### config.mk
export PLATFORM = sky130hd
export DESIGN_NAME = logic_issue
export DESIGN_NICKNAME = d
export VERILOG_FILES = /design/src/rtl/logic_issue.sv
export SDC_FILE = /design/constraint.sdc
export NUM_CORES = 1
export LEC_CHECK = 0
export BUFFER_PORTS_ARGS = -buffer_cell sky130_fd_sc_hd__buf_2
export CELL_PAD_IN_SITES_DETAIL_PLACEMENT = 1
export CELL_PAD_IN_SITES_GLOBAL_PLACEMENT = 1
export CORE_UTILIZATION = 34
export CTS_BUF_LIST = sky130_fd_sc_hd__clkbuf_8 sky130_fd_sc_hd__clkbuf_16
export DETAILED_ROUTE_END_ITERATION = 6
export PLACE_DENSITY_LB_ADDON = 0.1
export SYNTH_ARGS = -nofsm -noshare
export SYNTH_HDL_FRONTEND = slang
export SYNTH_SLANG_ARGS = --single-unit
### constraint.sdc
create_clock -name clk -period 3.7 [get_ports clk]
set_input_delay 0.37 -clock clk [delete_from_list [all_inputs] [get_ports clk]]
set_output_delay 0.37 -clock clk [all_outputs]
set_load 0.01 [all_outputs]
### src/rtl/logic_issue.sv
// logic_issue: issue-and-capture controller for a combinational N-bit logical unit.
//   Commands (cmd_a/cmd_b/cmd_op) are accepted on cmd_valid && cmd_ready and
//   registered onto lu_a/lu_b/lu_op. The unit's result lu_r is captured one
//   cycle later into a 2-entry response FIFO. The FIFO head is presented on
//   rsp_r/rsp_zero under a rsp_valid/rsp_ready handshake.
//   busy reports an inflight command or buffered results.
//   Optional macro LOGIC_ISSUE_PARITY_EN adds rsp_parity, the XOR-reduction of
//   rsp_r, which is stored per entry at capture time.
//   clk/reset: rising-edge clock, synchronous active-high reset.
module logic_issue #(
  parameter int N = 32
) (
  input  logic         clk,
  input  logic         reset,
  input  logic         cmd_valid,
  output logic         cmd_ready,
  input  logic [N-1:0] cmd_a,
  input  logic [N-1:0] cmd_b,
  input  logic [1:0]   cmd_op,
  output logic [N-1:0] lu_a,
  output logic [N-1:0] lu_b,
  output logic [1:0]   lu_op,
  input  logic [N-1:0] lu_r,
  output logic         rsp_valid,
  input  logic         rsp_ready,
  output logic [N-1:0] rsp_r,
  output logic         rsp_zero,
`ifdef LOGIC_ISSUE_PARITY_EN
  output logic         rsp_parity,
`endif
  output logic         busy
);
  logic         inflight, wr_ptr, rd_ptr, accept, pop;
  logic [1:0]   count;
  logic [N-1:0] data [2];
  logic         zf   [2];
`ifdef LOGIC_ISSUE_PARITY_EN
  logic         pf   [2];
`endif
  // Credits count both buffered results and the one still in the unit, so a
  // pop only returns its credit once count has been updated.
  assign cmd_ready = ({1'b0, count} + {2'b00, inflight}) < 3'd2;
  assign rsp_valid = count != 2'd0;
  assign accept    = cmd_valid && cmd_ready;
  assign pop       = rsp_valid && rsp_ready;
  assign busy      = inflight || rsp_valid;
  // Head outputs read as an all-zero result while the FIFO is empty.
  assign rsp_r     = rsp_valid ? data[rd_ptr] : '0;
  assign rsp_zero  = rsp_valid ? zf[rd_ptr] : 1'b1;
`ifdef LOGIC_ISSUE_PARITY_EN
  assign rsp_parity = rsp_valid ? pf[rd_ptr] : 1'b0;
`endif
  always_ff @(posedge clk) begin
    if (reset) begin
      inflight <= 1'b0;
      wr_ptr   <= 1'b0;
      rd_ptr   <= 1'b0;
      count    <= 2'd0;
      lu_a     <= '0;
      lu_b     <= '0;
      lu_op    <= 2'b00;
    end else begin
      if (accept) begin
        lu_a  <= cmd_a;
        lu_b  <= cmd_b;
        lu_op <= cmd_op;
      end
      inflight <= accept;
      if (inflight) wr_ptr <= ~wr_ptr;
      if (pop) rd_ptr <= ~rd_ptr;
      count <= count + {1'b0, inflight} - {1'b0, pop};
    end
  end
  // Entry storage needs no reset: it is only observed when count says it is valid.
  always_ff @(posedge clk) begin
    if (!reset && inflight) begin
      data[wr_ptr] <= lu_r;
      zf[wr_ptr]   <= ~|lu_r;
`ifdef LOGIC_ISSUE_PARITY_EN
      pf[wr_ptr]   <= ^lu_r;
`endif
    end
  end
endmodule

; ---- After elaboration in Yosys (flattened, before gate mapping)
; Memory sizes are Yosys's and may differ from the RTL's. A register that Yosys moved wholly into a read port is not among the register bits.
; Cells that the tools add are included.
[totals]
memories = 2
input_bits = 102
word_cells = 31
regBits = 71
ramBits = 66
out_inout_bits = 102
[mem_list]
columns = name, words, width, rd, rd_clocked_by_memory_dff, write_ports, line_no
row1 = data, 2, 32, 1, 1, 1, 35  ; logic [N-1:0] data [2];
row2 = zf, 2, 1, 1, 1, 1, 36  ; logic zf [2];
[classes]
addsub = 3
muxes = 8
magnitude_cmp = 1
n_bitwise = 2
reduce_logical = 8
[ops]
columns = op, count
row1 = $mux W32, 1
row2 = $reduce_or A32 Y1, 1
row3 = $mux W1, 7
row4 = $add A2 B1 Y3, 1
row5 = $logic_and A1 B1 Y1, 3
row6 = $lt A3 B2 Y1 const B, 1
row7 = $add A2 B1 Y2, 1
row8 = $logic_not A1 Y1, 2
row9 = $not A1 Y1, 2
row10 = $reduce_bool A2 Y1, 1
row11 = $sub A2 B1 Y2, 1
row12 = $logic_or A1 B1 Y1, 1

; ---- Depth between registers and ports, before layout
; Gate-level depths: netlist of run 1.
[depth]
depth_word = 4
depth_mapped = 8
depth_no_buf = 8

; ---- Worst setup path before layout of run 1
; OpenSTA, ideal clock, no wires.
[synth_path]
path_type = input to register
from = in reset
to = mem data[0][0] (enable)
slack_ns = 0.083
path_stages = 3
setup_time_ns = 0.471
t_required_ns = 3.229
n_path_buf = 2
t_arrival_ns = 3.145
path_cell_list = buf_2 -> buf_2 -> nor3b_1
[synth_via]
elab_chain_cells = 4
[synth_lines]
columns = element, line_no
row1 = "start, declared", 14  ; input logic reset,
row2 = $logic_not A1 Y1, 76  ; if (!reset && inflight) begin
row3 = $logic_and A1 B1 Y1, 76
row4 = $mux W1, 76
row5 = $mux W1 (implied by the code), 77  ; data[wr_ptr] <= lu_r;
row6 = "end, declared", 35
; No other way between the ends.

==> results of run 1 <==
[layout by cell type (no fill, tap or decap), drive strengths merged, types with 9 or more instances in the layout]
| cell | count |
|---|---|
| inv | 9 |
| dfxtp | 72 |
| nand2b | 66 |
| nor2 | 38 |
| clkbuf | 17 |
| mux2i | 33 |
| nand4b | 66 |
| edfxtp | 66 |
| buf | 209 |
| o21ai | 67 |
[cell type report]
type | count | area, um2 | share of cell area (%)
Clock buffer | 17 | 425 | 5.81
Antenna cell | 2 | 5.00 | 0.0684
Inverter | 4 | 15.0 | 0.205
Sequential cell | 138 | 3420 | 46.8
Multi-Input combinational cell | 295 | 2000 | 27.3
Clock inverter | 14 | 119 | 1.62
Tap cell | 216 | 270 | 3.69
Timing Repair Buffer | 209 | 1060 | 14.5
[stage by stage]
| stage | worst slack (ps) | power (mW) | area (um2) | instances |
|---|---|---|---|---|
| after floorplan | 83.2 | 2.76 | 5630 | 480 |
| after global placement | 1810 | 3.23 | 6770 | 862 |
| after detailed placement | 1780 | 3.28 | 6770 | 862 |
| after CTS | 1290 | 4.88 | 7310 | 893 |
| after global routing | 1210 | 5.09 | 7310 | 893 |
| final | 1360 | 4.80 | 7320 | 895 |
[layer usage]
metal  GRT usage (%)  part of all wire (%)  routed length (um)
met1            19.9                    41                6110
met2            31.0                    50                7460
met3            7.29                   7.9                1190
met4            7.10                   1.6                 233
met5               0                     0                   0
[cell families (layout without fill, tap and decap cells)]
family / Yosys count / in the layout / synth area share (%)
multiplexers: 33 / 33 / 5.86
buffers and inverters: 47 / 244 / 4.09
XOR/XNOR: 3 / 3 / 0.466
flip-flops: 138 / 138 / 60.8
adder cells (fa/ha/maj): 2 / 2 / 0.444
AO/OA/AOI/OAI: 68 / 68 / 6.11
AND/OR/NAND/NOR: 189 / 189 / 22.3
other: 0 / 2 / 0
[sequential cells by signal, summed over array words and instances (netlist names), named ones only]
signal    count
count         2
data         64
inflight      1
lu_a         32
lu_b         32
lu_op         2
rd_ptr        1
wr_ptr        1
zf            2
[critical path, cell delays in order, from the launching register on]
cell and delay, ps:
sky130_fd_sc_hd__dfxtp_2 1020, sky130_fd_sc_hd__mux2i_1 290, sky130_fd_sc_hd__nor2_1 80, sky130_fd_sc_hd__buf_2 160
[power groups by stage]
| stage | registers (mW) | logic, mW | clock network, mW |
|---|---|---|---|
| detailed placement | 1.99 | 1.29 | 0 |
| CTS | 1.96 | 1.29 | 1.63 |
| finish | 1.95 | 1.26 | 1.59 |
| global route | 1.98 | 1.41 | 1.69 |
| global placement | 1.97 | 1.26 | 0 |
| floorplan | 1.96 | 0.802 | 0 |
[worst max-delay path by stage]
stage          cells past startpoint  startpoint          to
3_3_place_gp                       3        flop   rsp_r[16]
4_1_cts                            3        flop    rsp_r[0]
6_report                           3        flop    rsp_r[0]
3_5_place_dp                       3        flop    rsp_r[0]
2_1_floorplan                      3       reset  data[0][0]
5_1_grt                            3        flop   rsp_r[20]
[Yosys cell counts (2+ instances only)]
library cell and n:
sky130_fd_sc_hd__dfxtp_1 72, sky130_fd_sc_hd__edfxtp_1 66, sky130_fd_sc_hd__nand2b_1 66, sky130_fd_sc_hd__nand4b_1 66, sky130_fd_sc_hd__nor2_1 38, sky130_fd_sc_hd__o21ai_0 37, sky130_fd_sc_hd__mux2i_1 33, sky130_fd_sc_hd__o21ai_1 30
sky130_fd_sc_hd__clkbuf_1 24, sky130_fd_sc_hd__buf_2 10, sky130_fd_sc_hd__nor4_1 8, sky130_fd_sc_hd__buf_6 4, sky130_fd_sc_hd__inv_1 4, sky130_fd_sc_hd__clkbuf_2 3, sky130_fd_sc_hd__buf_4 2, sky130_fd_sc_hd__ha_1 2
sky130_fd_sc_hd__nand4_1 2, sky130_fd_sc_hd__nor2b_1 2, sky130_fd_sc_hd__xor2_1 2
==> impl.org, run 1 <==
** Clock network
- After clock tree synthesis, the setup repair step added 0 buffers.
- Buffers inserted during clock tree synthesis total 17.
- The clock tree synthesis step divided the H-tree into 4 levels.
- TritonCTS built the clock tree.
- Hold bufs inserted after CTS :: 0
- No sink is reached through more buffers than the 2 on the longest clock path.
- Total of cells resized after clock tree synthesis :: 0
- Clock-pin slew was measured on the worst setup and hold paths at approximately 60 ps.
- Clock latency on the worst-skew pair, taken at its later pin, is 420 ps.
- Counting every sink on the clock net gives 138.
- The cell sitting at the root of the clock tree is a sky130_fd_sc_hd__clkbuf_16.

** Outcome
- Result of the run :: completed

** Power and ir drop
- Clock network fraction of total power :: 33.0%
- Combinational logic is responsible for 26.3% of the overall power.
- Fraction of power spent switching nets :: 32.2%
- P_sw :: 1.55 mW
- Areal power density over the cells :: between 600 and 700 mW/mm2
- Summed over all cells, the static leakage comes to about 3.0 nW.
- Of the total power, registers draw between 40% and 50%.
- Cell internal power was estimated by the tool at 3.26 mW.
- The worst-case IR drop observed on VDD is 0.349 mV.

** Worst setup path
- Kind of start point of the critical path :: flop
- Measured in cells, the most critical reg-to-reg path has a length of 8.
- Critical-path maximum fanout :: 33
- STA classifies the critical path endpoint as a primary output.
- Data required, critical path :: 3330 ps
- Flop-to-flop setup slack :: 1890 ps
- Worst setup path category :: reg -> out
- Capture point of the worst reg-to-reg path :: count[1]
- Data on the critical path arrives at its endpoint at 1970 ps.
- Crit Reg-Reg Startpoint :: count[0]

** Logic synthesis
- Mapped cell area :: 0.00563 mm2
- Post-synth EDFFs :: 66
- Number of distinct library cells after synthesis :: 28
- Net count after synthesis :: 584
- The synthesized design devotes to its leading area cell type a little over a third of total area.
- Number of warnings printed during yosys synthesis :: 0
- For this run, the register share of the synthesized area comes to 60.8%.
- In the post-synthesis netlist, the biggest area contributors are sky130_fd_sc_hd__edfxtp_1 35%, sky130_fd_sc_hd__dfxtp_1 26%, sky130_fd_sc_hd__nand4b_1 10%, sky130_fd_sc_hd__nand2b_1 7.3%, sky130_fd_sc_hd__mux2i_1 5.9%.
- Cell type with the largest total area after synthesis :: sky130_fd_sc_hd__edfxtp_1
- The most used flip-flop cell after synthesis is sky130_fd_sc_hd__dfxtp_1.
- Of all flip-flops after synthesis, the portion carrying an async set or reset was 0%.
- Counting flops and latches in the post-synthesis netlist gives 138.
- In the synthesized netlist, the number of instances is 480.
- Averaged over all synthesized cells, the footprint is 11.7 um2.

** Min path
- Terminating pin of the worst hold path :: data[1][17]
- Origin of the worst min-delay path :: lu_r[17]
- Number of stages on the worst hold path :: 1
- The tightest min-delay check is of the in -> reg type.

** STA
- Final worst-path cycle share :: 63.4%
- After layout, the minimum clock period comes to 2340 ps.
- Maximum clock rate :: 0.427 GHz
- Final clock skew :: 5.60 ps
- Setup-failing EPs final :: 0
- The count of final max-slew check failures was 0.
- On the final layout, the worst hold slack is between 150 and 200 ps.
- The hold violation total from the final report came to 0.
- Worst slew margin :: 30.0%
- Actual slew at the worst max-slew pin :: 1050 ps
- Adding up every negative setup slack in the final design gives 0 ps.
- Setup repair after global routing left no endpoint under its margin.

** Routing
- Number of vias per cell after detailed routing :: just under 5
- Via count :: 4379
- Count of unresolved DRC violations after routing :: 0
- The detail route stage leaves a number of antenna-violating nets equal to 0.
- In this run, the number of DRC markers left after iteration 0 of detailed routing was 215.
- Router iterations before antenna repair :: 4
- Wirelength, routed :: 15.0 mm
- After detailed routing, the average wire length per cell comes to around 17 um.

** GRT
- Global-route wire length before repair :: 23.3 mm
- The initial antenna violation count came to 1.
- For this run, the total global-route usage over all layers was measured as between 10% and 20%.
- Largest net degree at the start of global routing :: 139
- For this run the aggregate overflow at the end of global routing stands at 0.
- The number of global-route vias before repair is 4535.

** Placed design
- The count of buffers added on input and output ports is 203.
- Post-detail-place hpwl :: 9.50 mm
- GP Congestion :: 0.700

** Floorplan
- The floorplan step set the die width to 131 um.
- For this configuration, the core starts out at a cell density of a little over a third.
- Die footprint :: between 0.015 and 0.02 mm2
- The core region is 0.0161 mm2.
- Die height :: roughly 130 um
- Standard-cell row count :: 46
- Boundary Pins :: between 200 and 250

** Layout
- Of the cells placed in the final design, the portion with a size suffix greater than 1 is between 30% and 40%.
- Fillcell total :: 1823
- Post-Route Utilization :: 45.6%
- Syn-to-layout area delta :: 29.8%
- Net count reported at finish :: ~770

** Run
- Across the run, the number of max-cap violations was 0.
No activity file was read; power rests on OpenSTA's default activity.
==> inputs of run 2 (changes only) <==
ABC_AREA = 1   (was default)
CORE_UTILIZATION = 35   (was 34)
clock period = 2.3 ns   (was 3.7 ns; I/O delays follow)
==> run 2 against run 1 <==
Die area shrank 4.5%. Via count grew 9.8%. Synthesized cell count grew 38%. Area after synthesis shrank 1.8%. Flip-flop and latch count is the same. Clock skew grew 9.9 ps.
==> impl.org, run 2 <==
** Outcome
- Result of the run :: completed

** Logic synthesis
- The share of async-settable or async-resettable flops after synthesis was 0% (unchanged).
- Cell type with the largest total area after synthesis :: sky130_fd_sc_hd__edfxtp_1
- Number of warnings printed during yosys synthesis :: 0 (unchanged)
- Post-synth EDFFs :: 66 (unchanged)
- Top flip-flop cell by instance count after synthesis :: sky130_fd_sc_hd__dfxtp_1
- The post-synth net total came to 768 (+32%).
- Mapped cell area :: 0.00553 mm2 (-1.8%)
- The sequential fraction of the synthesis area came to 61.9% (+1.1 points).
- The post-synthesis area per instance was 8.33 um2 (-29%).
- Number of distinct library cells after synthesis :: 17 (-39%)
- Cells after Synth :: 664 (+38%)
- Among all cell types in the netlist, the one instantiated most often is sky130_fd_sc_hd__nand2_1.
- The top-area cell type share of the netlist area is 35.8% (+0.64 points).
- The number of register bits inferred by synthesis was 138 (unchanged).
- Sorting the synthesized cells by area gives the leading types as sky130_fd_sc_hd__edfxtp_1 36%, sky130_fd_sc_hd__dfxtp_1 26%, sky130_fd_sc_hd__nand2_1 15%, sky130_fd_sc_hd__nor2_1 11%, sky130_fd_sc_hd__inv_1 5.0%.
- Ranked by instance count, the synthesized netlist is headed by 216 x sky130_fd_sc_hd__nand2_1, 161 x sky130_fd_sc_hd__nor2_1, 74 x sky130_fd_sc_hd__inv_1.

** Worst setup path
- Crit Reg-Reg Startpoint :: count[0]
- Data arrival time at the worst-slack endpoint :: 1740 ps (-230 ps)
- The delay of the slowest cell on the worst path was 330 ps (-690 ps).
- Logic depth of the worst register-to-register path :: 8 (unchanged)
- Category of cells accounting for the largest share of critical-path delay :: buffers and inverters
- The worst setup path is of the reg -> out kind.
- Data required, critical path :: 2070 ps (-1260 ps)
- The sum of buffers and inverters on the critical path came to 4 (+3).
- Most common cell type on the critical path :: sky130_fd_sc_hd__buf_4
- STA classifies the critical path startpoint as a flop.
- Critical-path maximum fanout :: 33 (unchanged)
- The worst register-to-register path ends at count[1].
- The setup slack of the most critical reg-to-reg path came to 630 ps (-1260 ps).
- Sequence of cells on the critical path :: buf_4 > inv_1 > buf_4 > nand2_1 > a21oi_1 > buf_2
- STA classifies the critical path endpoint as a primary output.
- Among all stages on the critical path, the largest delay is contributed by sky130_fd_sc_hd__buf_4.

** STA
- For this run, the top clock speed supported by timing is 0.507 GHz.
- The headroom to the max-slew limit is 68.2% (+38 points).
- Final hold violation count :: 0 (unchanged)
- The measured slew at the worst slew-check pin was 477 ps (-573 ps).
- The final critical path takes up 85.8% of the cycle.
- Hold Worst Slack :: 18.9 ps (-138 ps)
- The final-layout setup total negative slack is 0 ps (unchanged).
- Final Critical Period :: 1970 ps
- Final clock skew :: 15.5 ps (+9.94 ps)
- Setup-failing EPs final :: 0 (unchanged)
- Setup repair after global routing left no endpoint under its margin.
- Number of slew-limit violations in the final report :: 0 (unchanged)

** Routing
- Initial DRC Count :: 210 (-2.3%)
- The number of design rule violations left after detail routing came to 0 (unchanged).
- The via-per-instance ratio was 4.39 (-10%).
- The remaining antenna violation count was 0 (unchanged).
- Wirelength, routed :: 14.7 mm (-1.8%)
- The routed wire length per instance is 13.4 um (-20%).
- The total number of vias is 4810 (+9.8%).
- Router iterations before antenna repair :: 4 (unchanged)

** Floorplan
- The core area came to 0.0153 mm2 (-4.6%).
- Standard-cell row count :: 45 (-2.2%)
- The die outline area came to 0.0163 mm2 (-4.5%).
- The number of ports placed on the die boundary is 204 (unchanged).
- The die span in y was 128 um (-2.3%).
- Starting utilization of the core area :: 36.1% (+1.0 points)
- Horizontal die dimension :: 128 um (-2.3%)

** Layout
- In the final layout, the registers with the most flip-flops are data x64, lu_a x32, lu_b x32.
- Most frequent standard cell in the layout excluding fill and tap cells :: sky130_fd_sc_hd__nand2_1
- Syn-to-layout area delta :: 33.8%
- Commonest non-fill, non-tap cells in the layout :: 216 x sky130_fd_sc_hd__nand2_1, 203 x sky130_fd_sc_hd__buf_2, 160 x sky130_fd_sc_hd__nor2_1
- Largest reg by FF count :: data
- Net count reported at finish :: 975 (+27%)
- Fraction of layout instances using a drive strength above 1 :: 27.9% (-7.2 points)
- Largest register FFs :: 64 (unchanged)

** Clock network
- Clock Path Buffers :: 2 (unchanged)
- The clock slew seen by the registers of the worst setup and hold paths is 60 ps (about the same).
- The count of clock tree sinks was 138 (unchanged).
- The maximum level of the CTS H-tree came to 4 (unchanged).
- TritonCTS built the clock tree.
- The number of buffers created by CTS is 17 (unchanged).
- The worst-skew pair later-pin latency is 420 ps (about the same).
- Total of cells resized after clock tree synthesis :: 0 (unchanged)
- The tree is rooted in a sky130_fd_sc_hd__clkbuf_16.

** Placed design
- The routability-driven placement congestion ratio came to 0.739 (+5.5%).
- The count of input and output buffers came to 203 (unchanged).
- The half-perimeter wire length after placement was 10.1 mm (+6.5%).

** Min path
- In this run the most critical hold path is launched from lu_r[28].
- Terminating pin of the worst hold path :: data[0][28]
- The min-delay analysis places its worst path in the category in -> reg.
- The hold-critical path depth is 1 (unchanged).

** GRT
- The sum of overflow across all layers after global routing is 0 (unchanged).
- The maximum number of pins on one net before global-route repair is 62 (-55%).
- The wire length of the first global-routing pass came to 23.5 mm (+1.0%).
- The number of global-route vias before repair is 4894 (+7.9%).
- Number of antenna violations at the first check in global routing :: 0 (-1)
- The overall fraction of global-route tracks in use is 18.7% (+0.69 points).

** Run
- The max-cap violation count is 0 (unchanged).

** Power and ir drop
- PnR Total Power :: 8.15 mW (+70%)
- Areal power density over the cells :: 1100 mW/mm2 (+68%)
- Leakage :: 3.70 nW (+25%)
- Maximum vdd ir drop :: 0.519 mV (+48%)
==> run 2: cell count changes after synthesis, sizes merged, moves of 66 or more <==
cell	previous run	this run
nor2	38	162
nand2	1	216
nand2b	66	0
nand4b	66	0
inv	4	75
o21ai	67	0
==> run 2: cell families after synthesis <==
| kind of cell | synth area share [%] |
|---|---|
| and+or+nand+nor | 26.4 |
| buffers and inverters | 8.09 |
| adders and majority gates | 0.452 |
| DFF | 61.9 |
| AOI/OAI and AO/OA | 3.17 |
==> run 2: metrics by stage <==
step	instances	util, %	cell area (um2)	setup WS, ps
after CTS	1095	48.3	7400	279
after floorplan	664	-	5540	32.3
after global routing	1095	48.3	7400	156
after detailed placement	1057	44.2	6770	644
final	1096	48.3	7400	328
after global placement	1057	44.2	6770	736
==> run 2: worst max path at each step <==
stage	cells after the start	to
after global routing	6	rsp_r[2]
final	6	rsp_r[14]
after floorplan	2	data[0][0]
after global placement	8	count[1]
after detailed placement	8	count[1]
after CTS	6	rsp_r[14]
==> run 2: power breakdown <==
part | internal [mW] | switching (mW)
logic | 0.887 | 1.58
registers | 2.93 | 0.161
clock network | 1.60 | 0.997
total | 5.42 | 2.74
==> run 2: worst reg2reg max path: cells and delay by family (launching register included) <==
kind	cells	cell delay (ps)
flip-flops	1	340
AO/OA/AOI/OAI	1	130
adder cells (fa/ha/maj)	2	470
AND/OR/NAND/NOR	4	580
buffers and inverters	1	40
==> run 2: timing repair <==
| action | in CTS | in global routing |
|---|---|---|
| hold endpoints to repair | 11 | 0 |
| setup buffers | 0 | 0 |
| hold buffers | 6 | 0 |
==> run 2: final cells by class <==
cell class,count,area (um2)
antenna,1,2.50
clock buffer,23,531
clock inverter,9,43.8
fill,1888,7910
inverter,75,282
multi-input combinational,420,1680
sequential,138,3420
tap,211,264
timing repair buffer,219,1180
==> run 2: metal layers <==
layer  share of wire, %  wire, um  global-route usage, %
met3                7.5      1100                   6.59
met1                 39      5810                   19.9
met2                 52      7650                   34.2
met4                1.0       149                   6.64
met5                  0         0                      0
==> inputs of run 3 (changes only) <==
ABC_AREA = default   (was 1)
CORE_UTILIZATION = 38   (was 35)
==> run 3 against run 2 <==
Sequential share of layout area is 0.55 points higher. Cell count is 21% lower. Routed wire length is 0.98% lower. Fmax is 5.8% lower. Critical path depth is 3 lower. Hold slack better by 3.5 ps. Utilization is 2.2 points higher. Die area is 6.1% lower. Clock skew is 7.5 ps lower. Total power is 5.6% lower. Combinational power is 14% lower. Register-to-register slack worse by 200 ps. Critical endpoint is now cmd_ready. Largest cell class unchanged.
==> impl.org, run 3 (synthesized netlist as in run 1, its figures left out) <==
** GRT
- The wire length of the first global-routing pass is 22.3 mm (-5.3%).
- The overall fraction of global-route tracks in use was 19.2% (+0.48 points).
- Number of global-route vias before repair :: 4389 (-10%)
- The maximum number of pins on one net before global-route repair was 131 (+110%).
- The sum of overflow across all layers after global routing was 0 (unchanged).
- Number of antenna violations at the first check in global routing :: 1 (+1)

** Placed design
- Post-detail-place hpwl :: 9.24 mm (-8.7%)
- Number of buffer cells added on primary ports :: 203 (unchanged)
- Worst setup timing slack at the placement stage :: 398 ps (-246 ps)
- The area of placed instances is 0.00675 mm2 (-0.18%).
- The routability-driven placement congestion ratio was 0.727 (-1.6%).
- Instance count after placement with tap cells included :: 831 (-21%)

** Clock network
- Clock transition at the register clock pins on the worst setup and hold paths after CTS :: 60 ps (about the same)
- Clock Path Buffers :: 2 (unchanged)
- H-tree Lvls :: 4 (unchanged)
- Clock insertion delay at the later pin of the skew report :: 410 ps (about the same)
- Total of cells resized after clock tree synthesis :: 0 (unchanged)
- TritonCTS sink count :: 138 (unchanged)
- TritonCTS built the clock tree.
- TritonCTS Buffers :: 17 (unchanged)
- Root buffer selected by CTS :: sky130_fd_sc_hd__clkbuf_16

** Layout
- Net count reported at finish :: 772 (-21%)
- The utilization after layout was 50.6% (+2.2 points).
- Number of inserted diodes :: 0 (-1)
- Largest register FFs :: 64 (unchanged)
- Counting flops per register, the top entry is data.
- Compared with the post-synthesis result, the final layout area differs by 29.9%.
- The largest registers in the layout are data x64, lu_a x32, lu_b x32.
- Leaving out fill and tap cells, the most frequent cell in the layout is sky130_fd_sc_hd__buf_2.
- The area of all placed cells without fillers was 0.00732 mm2 (-1.1%).
- The fraction of layout cells with a size suffix above 1 is 35.5% (+7.6 points).
- Commonest non-fill, non-tap cells in the layout :: 203 x sky130_fd_sc_hd__buf_2, 71 x sky130_fd_sc_hd__dfxtp_1, 66 x sky130_fd_sc_hd__nand2b_1, 66 x sky130_fd_sc_hd__nand4b_1, 66 x sky130_fd_sc_hd__edfxtp_1
- Post-route insts no fill :: 865 (-21%)

** Worst setup path
- The startpoint identified for the worst register-to-register timing path is count[0].
- The critical path arrival is 1860 ps (+120 ps).
- Data required, critical path :: 2070 ps (about the same)
- The largest driver fanout on the critical path was 67 (+100%).
- Type of destination of the critical path :: primary output
- Worst setup path category :: reg -> out
- STA classifies the critical path startpoint as a flop.
- Critical path startpoint :: count[0]

** Power and ir drop
- The post-layout total power was 7.70 mW (-5.6%).
- The power density normalized to cell area is 1050 mW/mm2 (-4.5%).
- The standby leakage power came to 2.97 nW (-20%).
- The maximum VDD drop was 0.491 mV (-5.3%).

** STA
- Post-Route Setup TNS :: 0 ps (unchanged)
- The count of final max-slew check failures was 0 (unchanged).
- The final period utilization is 91.1% (+5.3 points).
- Final clock skew :: 8.06 ps (-7.48 ps)
- Final hold violation count :: 0 (unchanged)
- The headroom to the max-slew limit was 39.4% (-29 points).
- Setup repair after global routing left no endpoint under its margin.
- Hold Worst Slack :: 22.5 ps (+3.53 ps)
- The total setup violations reported at the end of the flow is 0 (unchanged).
- The measured slew at the worst slew-check pin is 909 ps (+432 ps).
- The timing-limited maximum frequency is 0.477 GHz (-5.8%).
- The final critical-path setup slack is 205 ps (-122 ps).
- Final Critical Period :: 2090 ps (+122 ps)

** Outcome
- Result of the run :: completed

** Min path
- In this run the most critical hold path is launched from lu_r[7].
- In this run the worst hold path is classified as in -> reg.

** Run
- Maximum capacitance violations :: 0 (unchanged)

** Routing
- Wirelength, routed :: 14.6 mm (-0.98%)
- Router iterations before antenna repair :: 4 (unchanged)
- The total number of vias came to 4405 (-8.4%).
- The routed wire length per instance came to 16.9 um (+25%).
- The via-per-instance ratio is 5.09 (+16%).
- The remaining antenna violation count was 0 (unchanged).
- Initial DRC Count :: 279 (+33%)
- The number of design rule violations left after detail routing came to 0 (unchanged).

** Floorplan
- The die span in y came to 124 um (-3.1%).
- The number of ports placed on the die boundary is 204 (unchanged).
- Standard-cell row count :: 44 (-2.2%)
- Horizontal die dimension :: 124 um (-3.1%)
- The starting utilization of the core area is 38.9% (+2.8 points).
- Die footprint :: 0.0153 mm2 (-6.1%)
- The core area is 0.0145 mm2 (-5.5%).
## run 3: critical path, cell delays in order (launching register included)
cell                      delay, ps
sky130_fd_sc_hd__dfxtp_1        370
sky130_fd_sc_hd__a21oi_4        170
sky130_fd_sc_hd__buf_4          600
sky130_fd_sc_hd__buf_2          260
## run 3: report_power, final
part	internal [mW]	switching (mW)
Sequential	2.88	0.211
Combinational	0.827	1.29
Clock	1.52	0.977
## run 3: final timing paths
| kind | depth (start not counted) | slack [ps] | to |
|---|---|---|---|
| worst min register to register | 2 | 460 | lu_b[19] |
| worst min-delay path | 1 | 20 | data[1][7] |
| worst max register to register | 8 | 430 | count[1] |
| worst max-delay path | 3 | 210 | cmd_ready |
## run 3: timing repair
item | CTS | global route
hold buffers | 2 | 0
buffers inserted | 0 | 0
endpoints found under the hold margin | 4 | 0
## run 3: layout make-up
class                   count  area [um2]
clock inverters            14        95.1
clock buffers              18         450
flip-flops and latches    138        3420
fillers                  1620        7160
inverters                   4        15.0
multi-input cells         295        2000
well taps                 184         230
repair buffers            212        1100
## run 3: routing by layer
layer	vias up	wire length [um]	global-route usage [%]
li1	2117	-	-
met1	2145	5820	21.3
met2	127	7450	33.1
met3	14	1160	8.29
met4	2	128	6.10
met5	-	13	0
